File: config.mk
export PLATFORM = sky130hd
export DESIGN_NAME = noise_lrelu_stage
export DESIGN_NICKNAME = d
export VERILOG_FILES = /design/src/rtl/noise_lrelu_stage_pkg.sv /design/src/rtl/lfsr_noise_gen.sv /design/src/rtl/noise_lrelu_stage.sv
export SDC_FILE = /design/constraint.sdc
export NUM_CORES = 2
export LEC_CHECK = 0
export ABC_CLOCK_PERIOD_IN_PS = 9300
export CORE_MARGIN = 3
export CORE_UTILIZATION = 50
export DETAILED_ROUTE_END_ITERATION = 16
export PLACE_DENSITY = 0.7
export RECOVER_POWER = 25
export SLEW_MARGIN = 20
export SYNTH_ARGS = -nofsm -noshare
export SYNTH_HDL_FRONTEND = slang
export SYNTH_SLANG_ARGS = --single-unit
File: constraint.sdc
create_clock -name clk -period 9.3 [get_ports clk]
set_clock_uncertainty 0.15 [all_clocks]
set_input_delay 1.86 -clock clk [delete_from_list [all_inputs] [get_ports clk]]
set_output_delay 1.86 -clock clk [all_outputs]
set_load 0.01 [all_outputs]
File: src/rtl/noise_lrelu_stage_pkg.sv
// Shared constants, FSM encoding and saturation helper
// for the noise-injection / LeakyReLU activation stage.
package noise_lrelu_stage_pkg;

   localparam int ACC_W       = 48;
   localparam int ACC_FRAC    = 16;
   localparam int OUT_FRAC    = 8;
   localparam int OUT_W       = 16;
   localparam int LRELU_MUL   = 13;
   localparam int LRELU_SHIFT = 6;
   localparam int NOISE_SHIFT = 7;
   localparam int RQ_SHIFT    = ACC_FRAC - OUT_FRAC;

   localparam logic [15:0] LFSR_SEED = 16'hACE1;
   localparam logic [15:0] LFSR_TAPS = 16'hB400;

   typedef enum logic [1:0] {
      IDLE  = 2'd0,
      WLOAD = 2'd1,
      RUN   = 2'd2,
      DRAIN = 2'd3
   } state_t;

   function automatic logic [OUT_W-1:0] sat16(
      input logic signed [ACC_W:0] v
   );
      if (v > 49'sd32767)
         return 16'h7FFF;
      else if (v < -49'sd32768)
         return 16'h8000;
      else
         return v[OUT_W-1:0];
   endfunction

endpackage

File: src/rtl/lfsr_noise_gen.sv
// 16-bit Galois LFSR noise source; reload on i_load,
// one step per i_adv.
module lfsr_noise_gen
   import noise_lrelu_stage_pkg::*;
#(
   parameter logic [15:0] SEED = LFSR_SEED,
   parameter logic [15:0] TAPS = LFSR_TAPS
) (
   input  logic        clk,
   input  logic        aresetn,
   input  logic        i_load,
   input  logic        i_adv,
   output logic [15:0] o_state
);

   logic [15:0] r_state;

   always_ff @(posedge clk or negedge aresetn) begin
      if (!aresetn)
         r_state <= SEED;
      else if (i_load)
         r_state <= SEED;
      else if (i_adv)
         r_state <= r_state[0] ? ((r_state >> 1) ^ TAPS)
                               : (r_state >> 1);
   end

   assign o_state = r_state;

endmodule

File: src/rtl/noise_lrelu_stage.sv
// Post-conv activation: noise add, LeakyReLU, Q.16 -> Q8.8
// requant, 3-stage pipeline under a single global stall.
module noise_lrelu_stage
   import noise_lrelu_stage_pkg::*;
(
   input  logic        clk,
   input  logic        aresetn,
   input  logic        start,
   input  logic [7:0]  Image_size,
   input  logic [8:0]  Channel_size,
   input  logic        noise_en,
   output logic [8:0]  noise_weight_addr,
   output logic        noise_weight_en,
   input  logic [15:0] noise_weight_douta,
   input  logic [63:0] s_axis_tdata,
   input  logic        s_axis_tvalid,
   output logic        s_axis_tready,
   input  logic        s_axis_tlast,
   output logic [15:0] m_axis_tdata,
   output logic        m_axis_tvalid,
   input  logic        m_axis_tready,
   output logic        m_axis_tlast,
   output logic        busy,
   output logic        tlast_err
);

   localparam logic signed [52:0] LRELU_K = 53'(LRELU_MUL);
   localparam logic signed [48:0] RQ_RND  = 49'(1 << (RQ_SHIFT - 1));

   state_t r_state;
   logic [13:0] r_pix;
   logic [13:0] r_npix_m1;
   logic [8:0]  r_ch;
   logic [8:0]  r_nch_m1;
   logic        r_noise_en;
   logic        r_run1;
   logic        r_tlast_err;
   logic signed [15:0] r_weight;

   logic               r_v1, r_v2, r_v3;
   logic               r_last1, r_last2, r_last3;
   logic signed [47:0] r_acc1;
   logic signed [31:0] r_prod1;
   logic signed [47:0] r_y2;
   logic [15:0]        r_dat3;

   logic [15:0] w_lfsr;
   logic        w_adv;
   logic        w_fire;
   logic        w_pix_last;
   logic        w_ch_last;
   logic        w_last;
   logic        w_drained;

   logic signed [15:0] w_noise;
   logic signed [15:0] w_wt;
   logic signed [31:0] w_n32;
   logic signed [31:0] w_w32;
   logic signed [31:0] w_prod;
   logic signed [47:0] w_term;
   logic signed [47:0] w_sum;
   logic signed [52:0] w_sum_x;
   logic signed [52:0] w_slope;
   logic signed [52:0] w_leak;
   logic signed [47:0] w_y;
   logic signed [48:0] w_rnd;
   logic signed [48:0] w_rq;
   logic               w_unused;

   lfsr_noise_gen u_lfsr (
      .clk     (clk),
      .aresetn (aresetn),
      .i_load  ((r_state == IDLE) & start),
      .i_adv   (w_fire),
      .o_state (w_lfsr)
   );

   assign w_adv         = !r_v3 | m_axis_tready;
   assign s_axis_tready = (r_state == RUN) & w_adv;
   assign w_fire        = s_axis_tvalid & s_axis_tready;
   assign w_pix_last    = (r_pix == r_npix_m1);
   assign w_ch_last     = (r_ch == r_nch_m1);
   assign w_last        = w_pix_last & w_ch_last;
   assign w_drained     = !r_v1 & !r_v2 & (!r_v3 | m_axis_tready);

   // BRAM data is only valid in the first RUN cycle; use it
   // directly then, and the latched copy afterwards.
   assign w_noise = $signed(w_lfsr);
   assign w_wt    = r_run1 ? $signed(noise_weight_douta) : r_weight;
   assign w_n32   = 32'(w_noise);
   assign w_w32   = 32'(w_wt);
   assign w_prod  = w_n32 * w_w32;

   assign w_term  = {{23{r_prod1[31]}}, r_prod1[31:NOISE_SHIFT]};
   assign w_sum   = r_acc1 + w_term;
   assign w_sum_x = {{5{w_sum[47]}}, w_sum};
   assign w_slope = w_sum_x * LRELU_K;
   assign w_leak  = w_slope >>> LRELU_SHIFT;
   assign w_y     = w_sum[47] ? w_leak[47:0] : w_sum;

   assign w_rnd = {r_y2[47], r_y2} + RQ_RND;
   assign w_rq  = w_rnd >>> RQ_SHIFT;

   assign w_unused = ^{s_axis_tdata[63:48],
                       r_prod1[NOISE_SHIFT-1:0],
                       w_leak[52:48]};

   always_ff @(posedge clk or negedge aresetn) begin
      if (!aresetn) begin
         r_state     <= IDLE;
         r_pix       <= '0;
         r_npix_m1   <= '0;
         r_ch        <= '0;
         r_nch_m1    <= '0;
         r_noise_en  <= 1'b0;
         r_run1      <= 1'b0;
         r_tlast_err <= 1'b0;
         r_weight    <= '0;
      end else begin
         r_run1 <= 1'b0;
         unique case (r_state)
            IDLE: begin
               if (start) begin
                  r_npix_m1   <= 14'(16'(Image_size) * 16'(Image_size)
                                     - 16'd1);
                  r_nch_m1    <= Channel_size - 9'd1;
                  r_noise_en  <= noise_en;
                  r_pix       <= '0;
                  r_ch        <= '0;
                  r_tlast_err <= 1'b0;
                  r_state     <= WLOAD;
               end
            end
            WLOAD: begin
               r_run1  <= 1'b1;
               r_state <= RUN;
            end
            RUN: begin
               if (r_run1)
                  r_weight <= $signed(noise_weight_douta);
               if (w_fire) begin
                  if (s_axis_tlast != w_last)
                     r_tlast_err <= 1'b1;
                  if (w_pix_last) begin
                     r_pix <= '0;
                     if (w_ch_last) begin
                        r_state <= DRAIN;
                     end else begin
                        r_ch    <= r_ch + 9'd1;
                        r_state <= WLOAD;
                     end
                  end else begin
                     r_pix <= r_pix + 14'd1;
                  end
               end
            end
            DRAIN: begin
               if (w_drained)
                  r_state <= IDLE;
            end
            default: r_state <= IDLE;
         endcase
      end
   end

   always_ff @(posedge clk or negedge aresetn) begin
      if (!aresetn) begin
         r_v1    <= 1'b0;
         r_v2    <= 1'b0;
         r_v3    <= 1'b0;
         r_last1 <= 1'b0;
         r_last2 <= 1'b0;
         r_last3 <= 1'b0;
         r_acc1  <= '0;
         r_prod1 <= '0;
         r_y2    <= '0;
         r_dat3  <= '0;
      end else if (w_adv) begin
         r_v1    <= w_fire;
         r_last1 <= w_fire & w_last;
         if (w_fire) begin
            r_acc1  <= $signed(s_axis_tdata[47:0]);
            r_prod1 <= r_noise_en ? w_prod : '0;
         end
         r_v2    <= r_v1;
         r_last2 <= r_v1 & r_last1;
         if (r_v1)
            r_y2 <= w_y;
         r_v3    <= r_v2;
         r_last3 <= r_v2 & r_last2;
         if (r_v2)
            r_dat3 <= sat16(w_rq);
      end
   end

   assign m_axis_tdata      = r_dat3;
   assign m_axis_tvalid     = r_v3;
   assign m_axis_tlast      = r_last3;
   assign busy              = (r_state != IDLE);
   assign tlast_err         = r_tlast_err;
   assign noise_weight_en   = (r_state == WLOAD);
   assign noise_weight_addr = r_ch;

endmodule
After elaboration in Yosys (flattened, before gate mapping):

Cells that the tools add are included.

* add/subtract/negate cells: 6
* multipliers: 3
* divide/modulo/power cells: 0
* order comparisons: 2
* equality and inequality tests: 12
* shift-type cells: 0
* multiplexer cells: 28
* bitwise operators: 11
* reductions and logical operators: 15

Operator list (number)
* two-way mux 16 bit: 6
* multiplier 48 x 5 -> 53 bit (second input constant): 1
* adder 48 x 9 -> 49 bit (second input constant): 1
* adder 48 x 25 -> 48 bit: 1
* two-way mux 48 bit: 1
* two-way mux 14 bit: 3
* > comparator 41 x 16 -> 1 bit (second input constant): 1
* < comparator 41 x 16 -> 1 bit (second input constant): 1
* two-way mux 9 bit: 4
* multiplier 16 x 16 -> 32 bit: 1
* two-way mux 32 bit: 1
* one-hot mux 14 bit (2 select lines): 1
* one-hot mux 9 bit (2 select lines): 1
* adder 14 x 1 -> 14 bit (second input constant): 1
* equality test 14 bit: 1
* multiplier 8 x 8 -> 14 bit: 1
* subtractor 14 x 1 -> 14 bit (second input constant): 1
* two-way mux 2 bit: 5
* inequality test 2 bit (second input constant): 5
* adder 9 x 1 -> 9 bit (second input constant): 1
* bitwise AND 1 bit: 9
* equality test 9 bit: 1
* subtractor 9 x 1 -> 9 bit (second input constant): 1
* one-hot mux 2 bit (4 select lines): 1
* other kinds (15): 27

* bits in registers: 233
* bits in latches: 0
* RAM bits: 0
* ROM bits: 0
* output and inout bits: 31
* logic and storage cells: 97
* memories kept: 0

Longest topological paths before layout:

* word-level depth: 6
* depth in mapped cells: 28
* mapped depth without buffers: 27

Hierarchy:

From an unflattened synthesis, not the netlist that was laid out.

* cell total of the unflattened synthesis: 3402
* area total of the unflattened synthesis: 29330.6 sq um

By module, submodules not included
* noise_lrelu_stage: instances 1, cells each 3346, area each 28603.7 sq um, seq. area each 5054.8 sq um
* lfsr_noise_gen: instances 1, cells each 56, area each 726.9 sq um, seq. area each 410.4 sq um

Least setup slack after synthesis:

No wires, ideal clock.

* path type: input to register
* start point: in noise_weight_douta[5]
* end point: reg r_prod1[31]
* library setup time: 0.134 ns
* arrival: 7.967 ns
* required time: 9.016 ns
* path slack: 1.049 ns
* cell stages on the path: 23
* path through: mux2i_1 clkbuf_1 nand2b_1 fa_1 inv_1 fa_1 fa_1 fa_1 fa_1 inv_1 fa_1 inv_1 ha_1 a21o_1 a21o_1 a21o_1 a21o_1 a21o_1 a31oi_1 a21oi_1 a211oi_1 xnor2_1 o21ai_0

* cells in the longest elaborated chain, start to end: 3

RTL lines
* start: declaration: RTL line noise_lrelu_stage.sv:14 `input logic [15:0] noise_weight_douta,`
* two-way mux 16 bit
* multiplier 16 x 16 -> 32 bit: RTL line noise_lrelu_stage.sv:92 `assign w_prod = w_n32 * w_w32;`
* two-way mux 32 bit: RTL line noise_lrelu_stage.sv:183 `r_prod1 <= r_noise_en ? w_prod : '0;`
* end signal: assignment: RTL line noise_lrelu_stage.sv:183
* end: declaration: RTL line noise_lrelu_stage.sv:43 `logic signed [31:0] r_prod1;`

Every way passes these cells.
A chain may end at the register's enable or synchronous reset.

Worst setup path after layout:

* start point: in noise_weight_douta[3]
* end point: reg r_prod1[31]

Same word-level chain as after synthesis.

==> run summary <==
Area occupied by multi-input gates: 0.0211 sq mm
CP max stage delay: 0.60 ns
R2R Path Start: r_run1
Placed Area: 0.0313 sq mm
Critical path depth: 23
Post_cts resized: 0
Synth Instances: 3462
Pre-CTS setup slack: 0.329 ns
H-tree depth: 1
Fin crit share: 90.6%
Reg area: 0.00547 sq mm
Initial DRC count: 1464
Worst setup path endpoint: r_prod1[31]
Dpl cells: 4244
Final min period: 8.42 ns
Top-area cell type share of the netlist area: 23.0%
I/O pin total: 135
Area Growth Syn to Fin: 9.64%
First-pass GRT wire length: 116000 um
Fill count: 5265
Post-synth EDFFs: 0
Detail Route Antenna Nets: 0
Register bit count reported by yosys: 218
Post-route setup TNS: 0 ns
Die X: 249 um
Crit. Startpoint: noise_weight_douta[3]
Num rows: 88
Root Buffer: clkbuf_16
R2R Setup Slk: 1.27 ns
IO Port Bufs: 118
CTS tree: done
Vias: 22920
Slew margin rel.: -347%
TritonCTS buffer count: 28
Req. time, crit path: 9.58 ns
Initial core utilization: 50.7%
Share of cells above drive strength 1: 3.63%
Gr usage total: 22.6%
Clock slew at reported path FFs: 0.06 ns
Crit Path Class: input pin to flip-flop
WL/cell: 16.0 um
Die H: 249 um
Final setup fails: 0
GRT Residual Overflow: 0
Final-report hold violation count: 0
Count of clock tree sinks: 218
Top cell family by delay on the critical path: adder cells
Top FF cell, synth: dfrtp_1
Post-Syn Area: 0.0294 sq mm
Worst Hold Launch: m_axis_tlast
Hold Path Class: flip-flop to flip-flop
Final Max Tran Viols: 126
RD Place Congestion: 0.897
DPL Wire Length: 55000 um
Initial antenna violation count: 0
Synth unique cells: 80
Core ar.: 0.0580 sq mm
RR Endpoint: r_prod1[31]
Leading post-synthesis cells by cell area: fa_1, dfrtp_1, ha_1, inv_1, nand2_1
Vias in the first global route: 22830
Maxcap violations: 1
Syn Nets: 4202
Worst EP arrival: 8.70 ns
Status: finished with violations
Worst-Margin Slew: 6.71 ns
Die Area: 0.0618 sq mm
FFs w/ async S/R, synth: 100%
Drt drc: 0
Count leader, synth: inv_1
Synth warn: 0
Cell Count, Final, Fillers Out: 4295
Worst-path maximum fanout: 15
Post-CTS Hold Buffers: 0
Seq/Total Area, Yosys: 18.6%
Syn Area/Cell: 8.50 sq um
Design area: 0.0323 sq mm
Crit end category: flip-flop
DRT Wirelength: 68800 um
Skew-Pair Late Insertion Delay: 0.59 ns
Maximum root-to-sink buffer count: 3
WP buf/inv: 5
Critical-path top delay cell: o31ai_1
Largest net degree at the start of global routing: 126
Final setup margin: 0.878 ns
RSZ-0062 raised after global routing: false
Max Clock Freq: 0.119 GHz
Synth area leader: fa_1
Startpoint Class: input pin
Crit-path cells: clkdlybuf4s50_1, mux2_2, and2_1, fa_1, inv_1, fa_1, inv_1, ha_1, fa_1, inv_1, fa_1, fa_1, inv_1, ha_1, and3_1, a31oi_1, o211a_1, o31ai_1, a211oi_2, a21oi_1, a211oi_1, xnor2_1, o21ai_0
DR pass1 iterations: 6
Diode count: 0
Vias/cell: 5.34
Worst reg2reg path depth: 23
Commonest cells in the netlist: inv_1, nand2_1, fa_1, ha_1, dfrtp_1
Failing checks: capacitance limit, slew limit
Fin nets: 4249
Setup Buffers After CTS: 0
Most frequent CP cell: fa_1
## worst min-delay path, delay by kind of cell, from the launching register on
kind	cells	cell delay [ns]
AND/OR/NAND/NOR	2	0.10
flip-flops	1	0.35
## placed cells by master, fill, tap and decap left out, types with 31 or more instances in the layout
cell type          n
inv_1            621
and2_1            72
nor2b_1           90
dfrtp_1          210
ha_1             298
a21o_1            48
nand3_1           59
nand2_1          506
a21oi_1          151
nor3_1            34
nand4_1           31
fa_1             338
xnor2_1          117
o21ai_0          160
clkdlybuf4s50_1  116
nor2_1           152
xor2_1            77
## layout make-up
| class | instances | share of cell area (%) |
|---|---|---|
| well taps | 765 | 2.97 |
| multi-input cells | 2491 | 65.4 |
| flip-flops and latches | 218 | 16.9 |
| inverters | 623 | 7.25 |
| clock inverters | 19 | 0.783 |
| clock buffers | 32 | 2.31 |
| repair buffers | 147 | 4.31 |
## metal layers
metal / wire, um / vias to the layer above / track usage [%]
met3: 3510 / 97 / 3.06
met2: 32800 / 527 / 37.8
met5: 0 / - / 0
met1: 30200 / 11083 / 30.6
li1: - / 11213 / -
met4: 2310 / 0 / 6.84
## logic make-up after synthesis
family | count (synthesis) | synth area share (%)
AO/OA/AOI/OAI | 566 | 12.1
multiplexers | 35 | 1.24
buffers and inverters | 753 | 9.74
flip-flops | 218 | 18.6
XOR/XNOR | 194 | 5.77
AND/OR/NAND/NOR | 1060 | 16.9
adder cells (fa/ha/maj) | 636 | 35.7
## flip-flops by register name (all words and copies together), names as in the netlist, 2 cells and up
| name | cells |
|---|---|
| r_acc1 | 48 |
| r_y2 | 41 |
| r_prod1 | 25 |
| m_axis_tdata | 16 |
| r_weight | 16 |
| u_lfsr.o_state | 16 |
| r_pix | 14 |
| r_npix_m1 | 13 |
| noise_weight_addr | 9 |
| r_nch_m1 | 9 |
| r_state | 2 |
## through the flow
step | hold slack, ns | utilization (%)
4_1_cts | 0.326 | 55.6
3_3_place_gp | 0.303 | 53.9
5_1_grt | 0.345 | 55.6
2_1_floorplan | 0.290 | -
3_5_place_dp | 0.308 | 53.9
6_report | 0.323 | 55.6
## worst min-delay path by stage
stage / to / slack [ns] / cells past startpoint
final: m_axis_tlast / 0.32 / 2
after detailed placement: r_weight[9] / 0.31 / 2
after global placement: m_axis_tlast / 0.30 / 2
after CTS: r_weight[12] / 0.33 / 2
after global routing: r_weight[12] / 0.35 / 2
after floorplan: r_last2 / 0.29 / 2
Power is not shown: default switching activity piles up to over one toggle a cycle in this logic, so the estimate is an artifact.
